File: src/rtl/nes_pkg.sv
// Shared NES definitions: OAM DMA state encoding and CPU-bus register addresses.
package nes_pkg;

   typedef enum logic [2:0] {
      DMA_IDLE,
      DMA_HALT,
      DMA_ALIGN,
      DMA_READ,
      DMA_WRITE
   } dma_state_t;

   localparam logic [15:0] ADDR_OAMDMA  = 16'h4014;
   localparam logic [15:0] ADDR_OAMDATA = 16'h2004;

endpackage

File: src/rtl/oam_dma.sv
// Sprite OAM DMA: a CPU write to the DMA register stalls the CPU and copies a page
// into PPU OAMDATA as alternating get/put cycles.
module oam_dma
   import nes_pkg::*;
#(
   parameter logic [15:0] DMA_REG_ADDR  = ADDR_OAMDMA,
   parameter logic [15:0] OAM_DATA_ADDR = ADDR_OAMDATA,
   parameter int unsigned XFER_LEN      = 256
) (
   input  logic        clk,
   input  logic        rst,
   input  logic [15:0] cpu_addr,
   input  logic        cpu_rw,
   input  logic [7:0]  cpu_data_o,
   output logic        cpu_halt,
   output logic        dma_active,
   output logic [15:0] bus_addr,
   output logic        bus_rw,
   output logic [7:0]  bus_data_o,
   input  logic [7:0]  bus_data_i
);

   localparam logic [7:0] LAST_IDX = 8'(XFER_LEN - 1);

   dma_state_t  state_q, state_d;
   logic        parity_q;
   logic [7:0]  page_q, page_d;
   logic [7:0]  idx_q, idx_d;
   logic [7:0]  latch_q, latch_d;

   logic        cpu_halt_d;
   logic        dma_active_d;
   logic [15:0] bus_addr_d;
   logic        bus_rw_d;
   logic [7:0]  bus_data_d;

   always_comb begin
      state_d = state_q;
      page_d  = page_q;
      idx_d   = idx_q;
      latch_d = latch_q;
      unique case (state_q)
         DMA_IDLE: begin
            if (!cpu_rw && cpu_addr == DMA_REG_ADDR) begin
               page_d  = cpu_data_o;
               state_d = DMA_HALT;
            end
         end
         DMA_HALT: begin
            // The next cycle's parity is ~parity_q; reads must land on get cycles.
            if (cpu_rw) state_d = parity_q ? DMA_READ : DMA_ALIGN;
         end
         DMA_ALIGN: state_d = DMA_READ;
         DMA_READ: begin
            latch_d = bus_data_i;
            state_d = DMA_WRITE;
         end
         DMA_WRITE: begin
            if (idx_q == LAST_IDX) begin
               idx_d   = '0;
               state_d = DMA_IDLE;
            end else begin
               idx_d   = idx_q + 8'd1;
               state_d = DMA_READ;
            end
         end
         default: state_d = DMA_IDLE;
      endcase
   end

   // Outputs are decoded from next-state values so the registered copies line up with state_q.
   always_comb begin
      cpu_halt_d   = (state_d != DMA_IDLE);
      dma_active_d = (state_d == DMA_ALIGN) || (state_d == DMA_READ) || (state_d == DMA_WRITE);
      bus_addr_d   = '0;
      bus_rw_d     = 1'b1;
      bus_data_d   = '0;
      case (state_d)
         DMA_ALIGN: bus_addr_d = {page_d, 8'h00};
         DMA_READ:  bus_addr_d = {page_d, idx_d};
         DMA_WRITE: begin
            bus_addr_d = OAM_DATA_ADDR;
            bus_rw_d   = 1'b0;
            bus_data_d = latch_d;
         end
         default: ;
      endcase
   end

   always_ff @(posedge clk or posedge rst) begin
      if (rst) begin
         state_q    <= DMA_IDLE;
         parity_q   <= 1'b0;
         page_q     <= '0;
         idx_q      <= '0;
         latch_q    <= '0;
         cpu_halt   <= 1'b0;
         dma_active <= 1'b0;
         bus_addr   <= '0;
         bus_rw     <= 1'b1;
         bus_data_o <= '0;
      end else begin
         state_q    <= state_d;
         parity_q   <= ~parity_q;
         page_q     <= page_d;
         idx_q      <= idx_d;
         latch_q    <= latch_d;
         cpu_halt   <= cpu_halt_d;
         dma_active <= dma_active_d;
         bus_addr   <= bus_addr_d;
         bus_rw     <= bus_rw_d;
         bus_data_o <= bus_data_d;
      end
   end

endmodule

File: config.mk
export PLATFORM = sky130hd
export DESIGN_NAME = oam_dma
export DESIGN_NICKNAME = d
export VERILOG_FILES = /design/src/rtl/nes_pkg.sv /design/src/rtl/oam_dma.sv
export SDC_FILE = /design/constraint.sdc
export NUM_CORES = 1
export LEC_CHECK = 0
export BUFFER_PORTS_ARGS = -buffer_cell sky130_fd_sc_hd__clkbuf_2
export CAP_MARGIN = 15
export CORE_MARGIN = 2
export CORE_UTILIZATION = 30
export DETAILED_ROUTE_END_ITERATION = 12
export GPL_TIMING_DRIVEN = 0
export PLACE_DENSITY = 0.59
export SYNTH_ARGS = -nofsm -noshare
export SYNTH_HDL_FRONTEND = slang
export SYNTH_SLANG_ARGS = --single-unit
export TNS_END_PERCENT = 30
File: constraint.sdc
create_clock -name clk -period 2.8 [get_ports clk]
set_clock_uncertainty 0.1 [all_clocks]
set_input_delay 0.84 -clock clk [delete_from_list [all_inputs] [get_ports clk]]
set_output_delay 0.84 -clock clk [all_outputs]
set_load 0.02 [all_outputs]
Word-level counts from Yosys, hierarchy flattened
Index checks and enable logic that the tools add are counted.

word-level totals
  register bits = 55
  word-level logic and storage cells = 40
  input port bits = 35
  output and inout bits = 27

operators by class
  bitwise logic cells = 1
  mux-type cells = 13
  add/sub/neg operators = 1
  equal/unequal tests = 9
  reductions and logical operators = 6

operators with widths
  cell                    number
  $mux W8                 6
  $pmux W16 S3            1
  $eq A16 B15 Y1 const B  1
  $pmux W3 S5             1
  $eq A3 B2 Y1 const B    4
  $add A8 B1 Y8 const B   1
  $eq A8 B8 Y1 const B    1
  $eq A3 B3 Y1 const B    2
  $mux W3                 2
  $eq A3 B1 Y1 const B    1
  $logic_not A3 Y1        1
  $reduce_bool A3 Y1      1
  $logic_or A1 B1 Y1      2
  $mux W1                 2
  $mux W2                 1
  $logic_and A1 B1 Y1     1
  $logic_not A1 Y1        1
  $not A1 Y1              1

Logic depth before layout (Yosys ltp)
  depth after elaboration = 7
  depth in mapped cells = 6
  mapped depth without buffers = 5

Worst setup path after synthesis
OpenSTA, ideal clock, no wires.

  kind = input -> register
  start = in cpu_addr[14]
  end = reg bus_addr[2]
  cell stages on the path = 5
  data required time = 2558 ps
  library setup time = 142 ps
  buffers on the path = 1
  arrival time = 1872 ps
  slack = 687 ps
  cells stage by stage = nor4b_1 -> and3_1 -> buf_4 -> a221oi_4 -> o31ai_1

between the ends
  longest elaborated chain between the ends = 6
  elaborated cells on any way between the ends = 8
  classes of those cells = 4 x eq/ne; 3 x mux; 1 x reduce/logical

ends and longest elaborated chain
  what                                                 line            RTL
  start: declaration                                   oam_dma.sv:12   input logic [15:0] cpu_addr,
  $eq A16 B15 Y1 *                                     oam_dma.sv:44   if (!cpu_rw && cpu_addr == DMA_REG_ADDR) begin
  $logic_and A1 B1 Y1 *                                oam_dma.sv:44
  $mux W3 *                                            oam_dma.sv:44
  $pmux W3 S5 *                                        oam_dma.sv:42   unique case (state_q)
  $eq A3 B3 Y1 / $eq A3 B2 Y1 (equally long branches)  oam_dma.sv:78   case (state_d)
  $pmux W16 S3 *                                       oam_dma.sv:78
  net bus_addr_d[2]                                    oam_dma.sv:33   logic [15:0] bus_addr_d;
  end signal: assignment                               oam_dma.sv:110  bus_addr <= bus_addr_d;
  end: declaration                                     oam_dma.sv:17   output logic [15:0] bus_addr,

Mark *: on every way through the listed nets, which the timed path passes. The rest lies on a longest branch.

Final worst setup path
Ends and elaborated chain as after synthesis.

==> impl_metrics.tcl <==
set metrics [dict create \
    intPower_w 0.00138 \
    routabilityCongestion 0.738 \
    finalCritPeriodShare 0.741 \
    postRouteAntennaNets 0 \
    overflow 0 \
    crit_start "cpu_addr[14]" \
    synthesis.nets 194 \
    netlist.area_leader.share 0.603 \
    crit_type "in -> reg" \
    seq_area_um2 1180 \
    pin_count 62 \
    power_w 0.00204 \
    worstHoldPathType "reg -> reg" \
    timing.fmax_mhz 482 \
    cts_setup_buffers 0 \
    fp.dieH_um 83.8 \
    power_density_nw_per_um2 825 \
    yosys_warnings 0 \
    worstSetupEndpoint "bus_addr[2]$_DFF_PP0_" \
    io_buffers 61 \
    ys_seq_area_frac 0.617 \
    post_synth_num_cell_types 37 \
    vias 1389 \
    fin_crit_ns 2.07 \
    rows 29 \
    synthCells 158 \
    rsz0062_at_grt "false" \
    dpl.cell_count 297 \
    worst_slack_ns 0.725 \
    placedInstanceArea_um2 2340 \
    status "complete, no violations" \
    crit_path_end_kind "register" \
    drc 0 \
    die_area_um2 7010 \
    ff2ff_path_depth 5 \
    switching_share 0.323 \
    seqPwrFrac 0.430 \
    required_ns 2.86 \
    synth_seq_cells 47 \
    startpoint_type "input port" \
    wirelength_um 3740 \
    grt_pass1_wl_um 6560 \
    insertedDiodeCount 0 \
    irDropWorstVdd_mv 0.358 \
    cts_max_path_buffers 2 \
    nets 263 \
    cp.arrival_ns 2.13 \
    synth.avg_cell_area_um2 12.1 \
    grt_pass1_vias 1371 \
    drv_cap 0 \
    drive_above_1_share 0.373 \
    clkPwrFrac 0.281 \
    pwr-share-comb 0.290 \
    ff2ff_setup_slack_ns 0.91 \
    syn_area_um2 1910 \
    cts_tree "yes" \
    cts_sinks 47 \
    clock_latency_ns 0.29 \
    cts_hold_buffers 0 \
    finalSetupViolations 0 \
    pre_cts_ws_ns 0.376 \
    fill_cells 626 \
    synthTopCellsByArea "dfrtp_1 (60%), nand3_1 (3.7%), and2_1 (3.3%)" \
    initial_utilization 0.306 \
    fin_area_um2 2470 \
    hold_viol_final 0 \
    stdcell_count 305 \
    p_switching_w 0.000658 \
    antenna_found_initial 0 \
    grt_use_total 0.119 \
    viasPerCell 4.55 \
    timing.max_slew.rel_slack 0.619 \
    htreeDepth 2 \
    cts_buffers 5 \
    maxSlewViolCount 0 \
    setup_tns_ns 0 \
    worstMarginPinSlew_ns 0.572 \
    multi_input_area_um2 666 \
    crit_fanout 10 \
    r2r-start "idx_q[0]$_DFF_PP0_" \
    die_x_um 83.8 \
    ctsResizeCount 0 \
    dp_hpwl_um 2820 \
    drt_iter0_drc 35 \
    area_delta_synth_final_pct 29.4 \
    hold_start "parity_q$_DFF_PP0_" \
    r2r-end "bus_addr[2]$_DFF_PP0_" \
    grt_max_degree 26 \
    cts_root_buf "clkbuf_8" \
    dr.pass1.iters 4 \
    coreArea_um2 6240 \
    p_leak_nw 1.28 \
    clkTransAtPathRegs_ns 0.08 \
    synth_area_leader_cell "dfrtp_1" \
    wl_per_cell_um 12.3 \
]
-- power groups by stage --
stage | registers, W | clock network [W] | logic (W)
after global placement | 0.000888 | 0 | 0.000596
after global routing | 0.000898 | 0.000615 | 0.000656
after floorplan | 0.000955 | 0 | 0.000343
after CTS | 0.000876 | 0.000592 | 0.000608
final | 0.000875 | 0.000572 | 0.000590
after detailed placement | 0.000889 | 0 | 0.000608
-- cells by family after synthesis --
group / count (synthesis) / share of synthesized area
XOR/XNOR: 3 / 0.0138
AND/OR/NAND/NOR: 66 / 0.217
buffers and inverters: 13 / 0.0341
AO/OA/AOI/OAI: 26 / 0.0997
adder cells (fa/ha/maj): 1 / 0.00656
multiplexers: 2 / 0.0118
flip-flops: 47 / 0.617
-- final cells by class --
class                      instances  share of cell area
multi-input combinational         98               0.270
timing repair buffer              62               0.135
buffer                             4              0.0127
clock inverter                     2              0.0243
inverter                           9              0.0137
sequential                        47               0.477
tap                               77              0.0390
clock buffer                       6              0.0294
-- worst min-delay path by stage --
| stage | to | slack (ns) | depth (start not counted) |
|---|---|---|---|
| 3_3_place_gp | parity_q$_DFF_PP0_ | 0.30 | 1 |
| 3_5_place_dp | parity_q$_DFF_PP0_ | 0.33 | 1 |
| 6_report | parity_q$_DFF_PP0_ | 0.33 | 1 |
| 2_1_floorplan | parity_q$_DFF_PP0_ | 0.29 | 1 |
| 4_1_cts | parity_q$_DFF_PP0_ | 0.34 | 1 |
| 5_1_grt | parity_q$_DFF_PP0_ | 0.36 | 1 |
-- cell usage in the layout, fill, tap and decap left out, types with 2 or more instances in the layout --
cell / count
nor4b_1: 3
nand3b_1: 3
a311oi_1: 3
and2_1: 10
nor3b_1: 2
buf_4: 2
clkbuf_8: 5
nand3_1: 14
xnor2_1: 2
nor4_1: 2
bufinv_16: 2
dfrtp_1: 46
inv_1: 8
nand2_1: 11
o21ai_0: 9
nor3b_2: 3
clkbuf_2: 61
nand4_1: 3
nand2b_1: 3
a31oi_1: 2
a21oi_1: 9
and3_1: 2
nor2_1: 3
-- Yosys cell counts, drive strengths merged --
library cell  count
a21oi             9
a221oi            1
a311oi            3
a31oi             2
a41oi             1
and2             11
and2b             1
and3              2
and4              1
and4bb            1
buf               4
dfrtp            46
dfstp             1
ha                1
inv               9
mux2              2
nand2            11
nand2b            3
nand3            14
nand3b            3
nand4             3
nor2              4
nor3b             5
nor4              2
nor4b             3
o21ai             9
o31ai             1
or3               1
or3b              1
xnor2             2
xor2              1
-- critical path, stage by stage --
cell and delay [ns]:
clkbuf_2 0.08, nor4b_1 0.14, and3_1 0.17, buf_4 0.17
a221oi_4 0.57, o31ai_1 0.17
-- state kept, by name, summed over array words and instances (netlist names) --
| register | cells |
|---|---|
| bus_rw | 1 |
| dma_active | 1 |
| bus_addr | 16 |
| parity_q | 1 |
| state_q | 3 |
| cpu_halt | 1 |
| idx_q | 8 |
| page_q | 8 |
| bus_data_o | 8 |
-- metal layers --
layer,GRT usage,vias up,share of wire
li1,-,694,-
met1,0.154,653,0.44
met2,0.182,37,0.47
met3,0.0317,5,0.063
met4,0.0660,0,0.024
met5,0,-,0
-- metrics by stage --
stage,util,hold slack [ns]
finish,0.396,0.328
global route,0.396,0.359
CTS,0.396,0.339
detailed placement,0.374,0.326
global placement,0.370,0.298
floorplan,-,0.287
Power figures use the tool's default switching activity.
